===== src/rtl/in_service_acknowledge_control_if.sv =====
// Handshake/bus bundle between the 8259A OCW logic and the in-service/acknowledge block.
// master = surrounding control logic, slave = in_service_acknowledge_control.
interface in_service_acknowledge_control_if;
    logic       interrupt_acknowledge_n;
    logic       write_initial_command_word_1;
    logic       u8086_mode;
    logic [7:0] interrupt_request_register;
    logic [7:0] interrupt_mask;
    logic [7:0] end_of_interrupt;
    logic [2:0] priority_rotate;
    logic       special_mask_mode;
    logic       interrupt_to_cpu;
    logic [7:0] acknowledge_interrupt;
    logic [2:0] interrupt_vector_level;
    logic       end_of_acknowledge_sequence;
    logic [7:0] clear_interrupt_request;
    logic [7:0] in_service_register;
    logic [7:0] highest_level_in_service;

    modport master (
        output interrupt_acknowledge_n, write_initial_command_word_1, u8086_mode,
               interrupt_request_register, interrupt_mask, end_of_interrupt,
               priority_rotate, special_mask_mode,
        input  interrupt_to_cpu, acknowledge_interrupt, interrupt_vector_level,
               end_of_acknowledge_sequence, clear_interrupt_request,
               in_service_register, highest_level_in_service
    );

    modport slave (
        input  interrupt_acknowledge_n, write_initial_command_word_1, u8086_mode,
               interrupt_request_register, interrupt_mask, end_of_interrupt,
               priority_rotate, special_mask_mode,
        output interrupt_to_cpu, acknowledge_interrupt, interrupt_vector_level,
               end_of_acknowledge_sequence, clear_interrupt_request,
               in_service_register, highest_level_in_service
    );
endinterface


===== src/rtl/in_service_acknowledge_control.sv =====
// 8259A priority resolver, in-service register and INTA sequencer; INTA edges act SYNC_STAGES+1 clocks after the pin.
// Optional feature macro: SPECIAL_MASK_MODE_EN (masked ISR bits excluded from the nesting comparison).
module in_service_acknowledge_control #(
    parameter int SYNC_STAGES = 2
) (
    input  logic                            clock,
    input  logic                            reset,
    in_service_acknowledge_control_if.slave bus
);

    typedef enum logic [1:0] {IDLE, ACK1, ACK2, ACK3} state_t;

    state_t                 r_state;
    logic [SYNC_STAGES-1:0] r_sync;
    logic                   r_inta_prev;
    logic [7:0]             r_isr;
    logic [7:0]             r_ack;
    logic [2:0]             r_vec;
    logic                   r_int;
    logic                   r_eoa;
    logic [7:0]             r_clr;

    logic       w_inta;
    logic       w_fall;
    logic       w_rise;
    logic [7:0] w_pend;
    logic [7:0] w_best;
    logic [2:0] w_best_lvl;
    logic [7:0] w_isr_cmp;
    logic [7:0] w_isr_top;
    logic [2:0] w_isr_top_lvl;
    logic       w_int_cond;
    logic [7:0] w_set;

    // Scan from lowest to highest rank so the highest-ranked request overwrites the rest.
    function automatic logic [7:0] resolve(input logic [7:0] req, input logic [2:0] rot);
        logic [7:0] res;
        logic [2:0] lvl;
        res = '0;
        for (int r = 7; r >= 0; r--) begin
            lvl = rot + 3'd1 + 3'(r);
            if (req[lvl]) res = 8'b1 << lvl;
        end
        return res;
    endfunction

    function automatic logic [2:0] encode(input logic [7:0] onehot);
        logic [2:0] enc;
        enc = '0;
        for (int i = 0; i < 8; i++)
            if (onehot[i]) enc = 3'(i);
        return enc;
    endfunction

    function automatic logic [2:0] rank_of(input logic [2:0] lvl, input logic [2:0] rot);
        return lvl - rot - 3'd1;
    endfunction

    assign w_inta = r_sync[SYNC_STAGES-1];
    assign w_fall = r_inta_prev & ~w_inta;
    assign w_rise = ~r_inta_prev & w_inta;

    assign w_pend     = bus.interrupt_request_register & ~bus.interrupt_mask;
    assign w_best     = resolve(w_pend, bus.priority_rotate);
    assign w_best_lvl = encode(w_best);

`ifdef SPECIAL_MASK_MODE_EN
    assign w_isr_cmp = bus.special_mask_mode ? (r_isr & ~bus.interrupt_mask) : r_isr;
`else
    logic w_smm_unused;
    assign w_smm_unused = bus.special_mask_mode;
    assign w_isr_cmp    = r_isr;
`endif

    assign w_isr_top     = resolve(w_isr_cmp, bus.priority_rotate);
    assign w_isr_top_lvl = encode(w_isr_top);
    assign w_int_cond    = (w_pend != 8'h00) &&
                           ((w_isr_cmp == 8'h00) ||
                            (rank_of(w_best_lvl, bus.priority_rotate) <
                             rank_of(w_isr_top_lvl, bus.priority_rotate)));

    assign w_set = (r_state == IDLE && w_fall) ? w_best : 8'h00;

    always_ff @(posedge clock or posedge reset) begin
        if (reset) begin
            r_sync      <= '1;
            r_inta_prev <= 1'b1;
        end else begin
            r_sync      <= {r_sync[SYNC_STAGES-2:0], bus.interrupt_acknowledge_n};
            r_inta_prev <= w_inta;
        end
    end

    always_ff @(posedge clock or posedge reset) begin
        if (reset) begin
            r_state <= IDLE;
            r_isr   <= '0;
            r_ack   <= '0;
            r_vec   <= '0;
            r_int   <= 1'b0;
            r_eoa   <= 1'b0;
            r_clr   <= '0;
        end else begin
            r_eoa <= 1'b0;
            r_clr <= '0;
            if (bus.write_initial_command_word_1) begin
                r_state <= IDLE;
                r_isr   <= '0;
                r_ack   <= '0;
                r_vec   <= '0;
                r_int   <= 1'b0;
            end else begin
                // Clear beats set so an EOI in the acknowledge cycle is not lost.
                r_isr <= (r_isr | w_set) & ~bus.end_of_interrupt;
                case (r_state)
                    IDLE: begin
                        if (w_fall) begin
                            r_state <= ACK1;
                            r_ack   <= w_best;
                            r_clr   <= w_best;
                            r_vec   <= (w_pend != 8'h00) ? w_best_lvl : 3'd7;
                            r_int   <= 1'b0;
                        end else begin
                            r_ack <= '0;
                            r_vec <= '0;
                            r_int <= w_int_cond;
                        end
                    end
                    ACK1: begin
                        r_int <= 1'b0;
                        if (w_fall) r_state <= ACK2;
                    end
                    ACK2: begin
                        r_int <= 1'b0;
                        if (bus.u8086_mode && w_rise) begin
                            r_state <= IDLE;
                            r_eoa   <= 1'b1;
                        end else if (!bus.u8086_mode && w_fall) begin
                            r_state <= ACK3;
                        end
                    end
                    ACK3: begin
                        r_int <= 1'b0;
                        if (w_rise) begin
                            r_state <= IDLE;
                            r_eoa   <= 1'b1;
                        end
                    end
                    default: r_state <= IDLE;
                endcase
            end
        end
    end

    assign bus.interrupt_to_cpu            = r_int;
    assign bus.acknowledge_interrupt       = r_ack;
    assign bus.interrupt_vector_level      = r_vec;
    assign bus.end_of_acknowledge_sequence = r_eoa;
    assign bus.clear_interrupt_request     = r_clr;
    assign bus.in_service_register         = r_isr;
    assign bus.highest_level_in_service    = resolve(r_isr, bus.priority_rotate);

endmodule

===== src/flat_wrapper.sv =====
// flat-port wrapper written by rule: the top's interface ports become plain ports
module in_service_acknowledge_control_flat 
#(
    parameter int SYNC_STAGES = 2
)
  (clock, reset, bus_interrupt_acknowledge_n, bus_write_initial_command_word_1, bus_u8086_mode, bus_interrupt_request_register, bus_interrupt_mask, bus_end_of_interrupt, bus_priority_rotate, bus_special_mask_mode, bus_interrupt_to_cpu, bus_acknowledge_interrupt, bus_interrupt_vector_level, bus_end_of_acknowledge_sequence, bus_clear_interrupt_request, bus_in_service_register, bus_highest_level_in_service);
  in_service_acknowledge_control_if bus_i ();
  input  logic clock;
  input  logic reset;
  input wire logic [$bits(bus_i.interrupt_acknowledge_n)-1:0] bus_interrupt_acknowledge_n;
  input wire logic [$bits(bus_i.write_initial_command_word_1)-1:0] bus_write_initial_command_word_1;
  input wire logic [$bits(bus_i.u8086_mode)-1:0] bus_u8086_mode;
  input wire logic [$bits(bus_i.interrupt_request_register)-1:0] bus_interrupt_request_register;
  input wire logic [$bits(bus_i.interrupt_mask)-1:0] bus_interrupt_mask;
  input wire logic [$bits(bus_i.end_of_interrupt)-1:0] bus_end_of_interrupt;
  input wire logic [$bits(bus_i.priority_rotate)-1:0] bus_priority_rotate;
  input wire logic [$bits(bus_i.special_mask_mode)-1:0] bus_special_mask_mode;
  output wire logic [$bits(bus_i.interrupt_to_cpu)-1:0] bus_interrupt_to_cpu;
  output wire logic [$bits(bus_i.acknowledge_interrupt)-1:0] bus_acknowledge_interrupt;
  output wire logic [$bits(bus_i.interrupt_vector_level)-1:0] bus_interrupt_vector_level;
  output wire logic [$bits(bus_i.end_of_acknowledge_sequence)-1:0] bus_end_of_acknowledge_sequence;
  output wire logic [$bits(bus_i.clear_interrupt_request)-1:0] bus_clear_interrupt_request;
  output wire logic [$bits(bus_i.in_service_register)-1:0] bus_in_service_register;
  output wire logic [$bits(bus_i.highest_level_in_service)-1:0] bus_highest_level_in_service;
  assign bus_i.interrupt_acknowledge_n = bus_interrupt_acknowledge_n;
  assign bus_i.write_initial_command_word_1 = bus_write_initial_command_word_1;
  assign bus_i.u8086_mode = bus_u8086_mode;
  assign bus_i.interrupt_request_register = bus_interrupt_request_register;
  assign bus_i.interrupt_mask = bus_interrupt_mask;
  assign bus_i.end_of_interrupt = bus_end_of_interrupt;
  assign bus_i.priority_rotate = bus_priority_rotate;
  assign bus_i.special_mask_mode = bus_special_mask_mode;
  assign bus_interrupt_to_cpu = bus_i.interrupt_to_cpu;
  assign bus_acknowledge_interrupt = bus_i.acknowledge_interrupt;
  assign bus_interrupt_vector_level = bus_i.interrupt_vector_level;
  assign bus_end_of_acknowledge_sequence = bus_i.end_of_acknowledge_sequence;
  assign bus_clear_interrupt_request = bus_i.clear_interrupt_request;
  assign bus_in_service_register = bus_i.in_service_register;
  assign bus_highest_level_in_service = bus_i.highest_level_in_service;
  in_service_acknowledge_control #(.SYNC_STAGES(SYNC_STAGES)) u_core (.clock(clock), .reset(reset), .bus(bus_i));
endmodule

===== config.mk =====
export PLATFORM = sky130hd
export DESIGN_NAME = in_service_acknowledge_control_flat
export DESIGN_NICKNAME = d
export VERILOG_FILES = /design/src/rtl/in_service_acknowledge_control_if.sv /design/src/rtl/in_service_acknowledge_control.sv /design/src/flat_wrapper.sv
export SDC_FILE = /design/constraint.sdc
export NUM_CORES = 1
export LEC_CHECK = 0
export BUFFER_PORTS_ARGS = -buffer_cell sky130_fd_sc_hd__buf_2
export CORE_MARGIN = 1
export CORE_UTILIZATION = 63
export DETAILED_ROUTE_END_ITERATION = 10
export HOLD_SLACK_MARGIN = 0.12
export PLACE_DENSITY = 0.88
export SLEW_MARGIN = 20
export SYNTH_ARGS = -nofsm -noshare
export SYNTH_HDL_FRONTEND = slang
export SYNTH_SLANG_ARGS = --single-unit
export TNS_END_PERCENT = 30

===== constraint.sdc =====
create_clock -name clock -period 6.9 [get_ports clock]
set_input_delay 1.035 -clock clock [delete_from_list [all_inputs] [get_ports clock]]
set_output_delay 1.035 -clock clock [all_outputs]
set_load 0.02 [all_outputs]

==> metrics.md <==
| Metric | Value |
|---|---|
| Outcome | `finished, final reports clean` |
| Fin. max-slew vios | `0` |
| Post-cts gate resize count | `0` |
| Die width | `between 80 and 90 um` |
| Setup TNS | `0 ns` |
| FF+latch count, synth | `34` |
| Share of cells above drive strength 1 | `between 20 and 25%` |
| Setup Buffers After CTS | `0` |
| Inst Count DP | `between 600 and 700` |
| Initial antenna violation count | `0` |
| Final worst setup slack | `between 0.6 and 0.7 ns` |
| Wire length on met2 | `a little under 7000 um` |
| Crit path max fanout | `14` |
| Fmax achieved | `161 MHz` |
| Startpoint types | `input pin` |
| Mean Syn Cell Area | `8.21 um2` |
| Htree depth | `2` |
| Synthesis Warnings | `0` |
| Vias in the first global route | `4519` |
| Endpoints failing hold | `0` |
| Most frequent cells in the layout | `buf_2 (68), nand2_1 (61), nor2_1 (40)` |
| Largest net degree at the start of global routing | `35` |
| Routed wire length | `14500 um` |
| Asr flop ratio synth | `100%` |
| Final period util | `90.1%` |
| Max-cap violations | `0` |
| Drt first-iter violations | `between 800 and 900` |
| Finished Layout Cells | `~640` |
| Diodes inserted | `0` |
| Post-Syn Area | `0.00417 mm2` |
| FP Rows | `29` |
| Worst setup path class | `in -> reg` |
| Post-synth EDFFs | `0` |
| Slowest cell on the critical path | `mux4_2` |
| Met1 wire length | `5470 um` |
| Clock sink count | `34` |
| Metal3 WL | `1670 um` |
| Slew @ Worst Pin | `0.792 ns` |
| Ports | `70` |
| Max Clock Skew | `0.00816 ns` |
| Tot Pwr | `0.775 mW` |
| Critical path's top delay family | `adder cells` |
| CTS buffer count | `5` |
| Post-CTS Hold Buffers | `0` |
| Final min period | `6.22 ns` |
| Crit. End Element | `flip-flop` |
| I/O Buffers | `between 60 and 70` |
| CP bufs+invs | `2` |
| Worst Hold Class | `reg -> reg` |
| Die Area | `between 0.006 and 0.007 mm2` |
| RePlAce Congestion | `just under 1` |
| Skew-Pair Late Insertion Delay | `0.30 ns` |
| Final setup viols | `0` |
| Worst EP required | `7.05 ns` |
| Vias/cell | `7.28` |
| First-pass GRT wire length | `23400 um` |
| Core Area | `approximately 0.0064 mm2` |
| Layout area overhead | `11.8%` |
| Rel. slew slack | `47.0%` |
| Crit path cell chain | `buf_2 > inv_4 > ha_1 > nor2_1 > mux4_2 > mux2i_1 > or2_0 > a2111oi_0 > a21oi_1 > o21ai_0 > a31o_1 > ha_1 > fa_1 > xnor2_1 > xnor2_1 > ha_1 > a21oi_1 > a21oi_1 > nor4b_1` |
| Worst-path clk slew | `approximately 0.070 ns` |
| TritonCTS clock tree | `built` |
| WL/cell | `22.5 um` |
| All-Layer GR Usage | `42.5%` |
| Starting Density | `65.3%` |
| RSZ-0062 raised after global routing | `false` |
| Pre-CTS WS | `0.648 ns` |
| Total gr overflow | `0` |
| Most common cell after layout, fill and taps aside | `buf_2` |
| Utilization after layout | `73.0%` |
| Worst EP arrival | `6.36 ns` |
| Final net count | `about 620` |
| Hpwl dp | `around 11000 um` |
| Leak | `between 2 and 2.5 nW` |
| Post-synth cell types | `83` |
| Ys flop type | `dfrtp_1` |
| DRT Pass-1 Iters | `6` |
| DR top layer | `met4` |
| Sequential share of the synthesized area | `roughly a fifth` |
| DR vias | `4687` |
| ANT nets after route | `0` |
| Synth Net Count | `557` |
| DRC viols | `0` |
| Gate Count Post-Synth | `508` |
| Peak supply drop | `0.222 mV` |
| Clk Tree Root Cell | `clkbuf_8` |
| Max stage delay on crit path | `0.49 ns` |
| Pwr per Cell Area | `166 mW/mm2` |
| Die Y | `83.4 um` |
| Max Buffers Root-to-Sink | `2` |
[metal layers]
metal	track usage, %	vias to the layer above
met4	18.0	0
met1	56.1	2176
met3	7.55	66
met2	69.1	398
met5	0	-
li1	-	2047
[logic make-up (layout without fill, tap and decap cells)]
logic type / after synthesis / count (layout) / share of synthesized area [%]
mux: 44 / 44 / 15.3
simple gates: 189 / 189 / 22.4
buf+inv: 57 / 116 / 5.82
compound gates: 160 / 160 / 28.1
xor+xnor: 8 / 8 / 2.82
fa+ha+maj: 16 / 16 / 5.16
flops: 34 / 34 / 20.5
[cells in the mapped netlist, drive strengths merged (7+ instances only)]
library cell   n  area, um2
dfrtp         31        776
a221oi         8       76.3
mux2i         22        224
o21ai         23        115
nor2b         12       75.1
o22ai         11       68.8
mux2           8       97.6
a31oi         11       68.8
clkbuf        19       71.3
a21oi         31        159
a211oi         8       60.1
nand2         61        229
nor2          41        156
mux4          14        315
nand2b        14       87.6
inv           25       96.3
nand3         12       60.1
and2           9       61.3
a221o          7       70.1
nor3           8       40.0
ha            14        175
buf           13       75.1
[stage by stage]
stage	area [um2]	hold slack, ns
after floorplan	4170	0.345
after global placement	4570	0.350
after detailed placement	4570	0.347
after CTS	4660	0.353
after global routing	4660	0.356
final	4660	0.350
[path summary, 6_finish.rpt]
check / cells past startpoint / slack [ns] / from / to
setup / recovery: 19 / 0.68 / bus_priority_rotate[0] / u_core.bus.interrupt_to_cpu
setup reg to reg: 17 / 2.02 / u_core.bus.in_service_register[7] / u_core.bus.interrupt_to_cpu
hold / removal: 0 / 0.35 / u_core.r_sync[0] / u_core.r_sync[1]
hold reg to reg: 0 / 0.35 / u_core.r_sync[0] / u_core.r_sync[1]
max in group asynchronous: 3 / 5.75 / reset / u_core.r_sync[0]
min in group asynchronous: 3 / 0.82 / reset / u_core.bus.interrupt_to_cpu
[sequential cells by signal, indices dropped and copies added (netlist names)]
| signal | cells |
|---|---|
| u_core.bus.in_service_register | 8 |
| u_core.bus.interrupt_to_cpu | 1 |
| u_core.bus.end_of_acknowledge_sequence | 1 |
| u_core.r_sync | 2 |
| u_core.r_inta_prev | 1 |
| u_core.r_state | 2 |
| u_core.bus.clear_interrupt_request | 8 |
| u_core.bus.interrupt_vector_level | 3 |
| u_core.bus.acknowledge_interrupt | 8 |
[cell type report]
| class | count | area (um2) |
|---|---|---|
| clock buffer | 8 | 90.1 |
| fill | 484 | 1720 |
| inverter | 25 | 96.3 |
| multi-input combinational | 417 | 3070 |
| sequential | 34 | 855 |
| tap | 77 | 96.3 |
| timing repair buffer | 83 | 453 |
[worst register-to-register path, cell delays in order, from the launching register on]
cell and delay, ns:
dfrtp_1 0.48, mux2i_1 0.44, mux2i_1 0.27, mux2i_1 0.58, o21ai_0 0.21, a31oi_1 0.21, a211oi_1 0.06, o22ai_1 0.30
a31oi_1 0.08, o311ai_1 0.33, ha_1 0.23, fa_1 0.42, inv_1 0.07, ha_1 0.22, a21o_1 0.15, a21oi_1 0.16
a21oi_1 0.07, nor4b_1 0.45
[power by group]
| part | switching [mW] | total [mW] | internal, mW |
|---|---|---|---|
| registers | 0.00713 | 0.216 | 0.208 |
| logic | 0.247 | 0.407 | 0.160 |
| clock network | 0.0711 | 0.152 | 0.0813 |
| total | 0.326 | 0.775 | 0.450 |
Power figures use the tool's default switching activity.
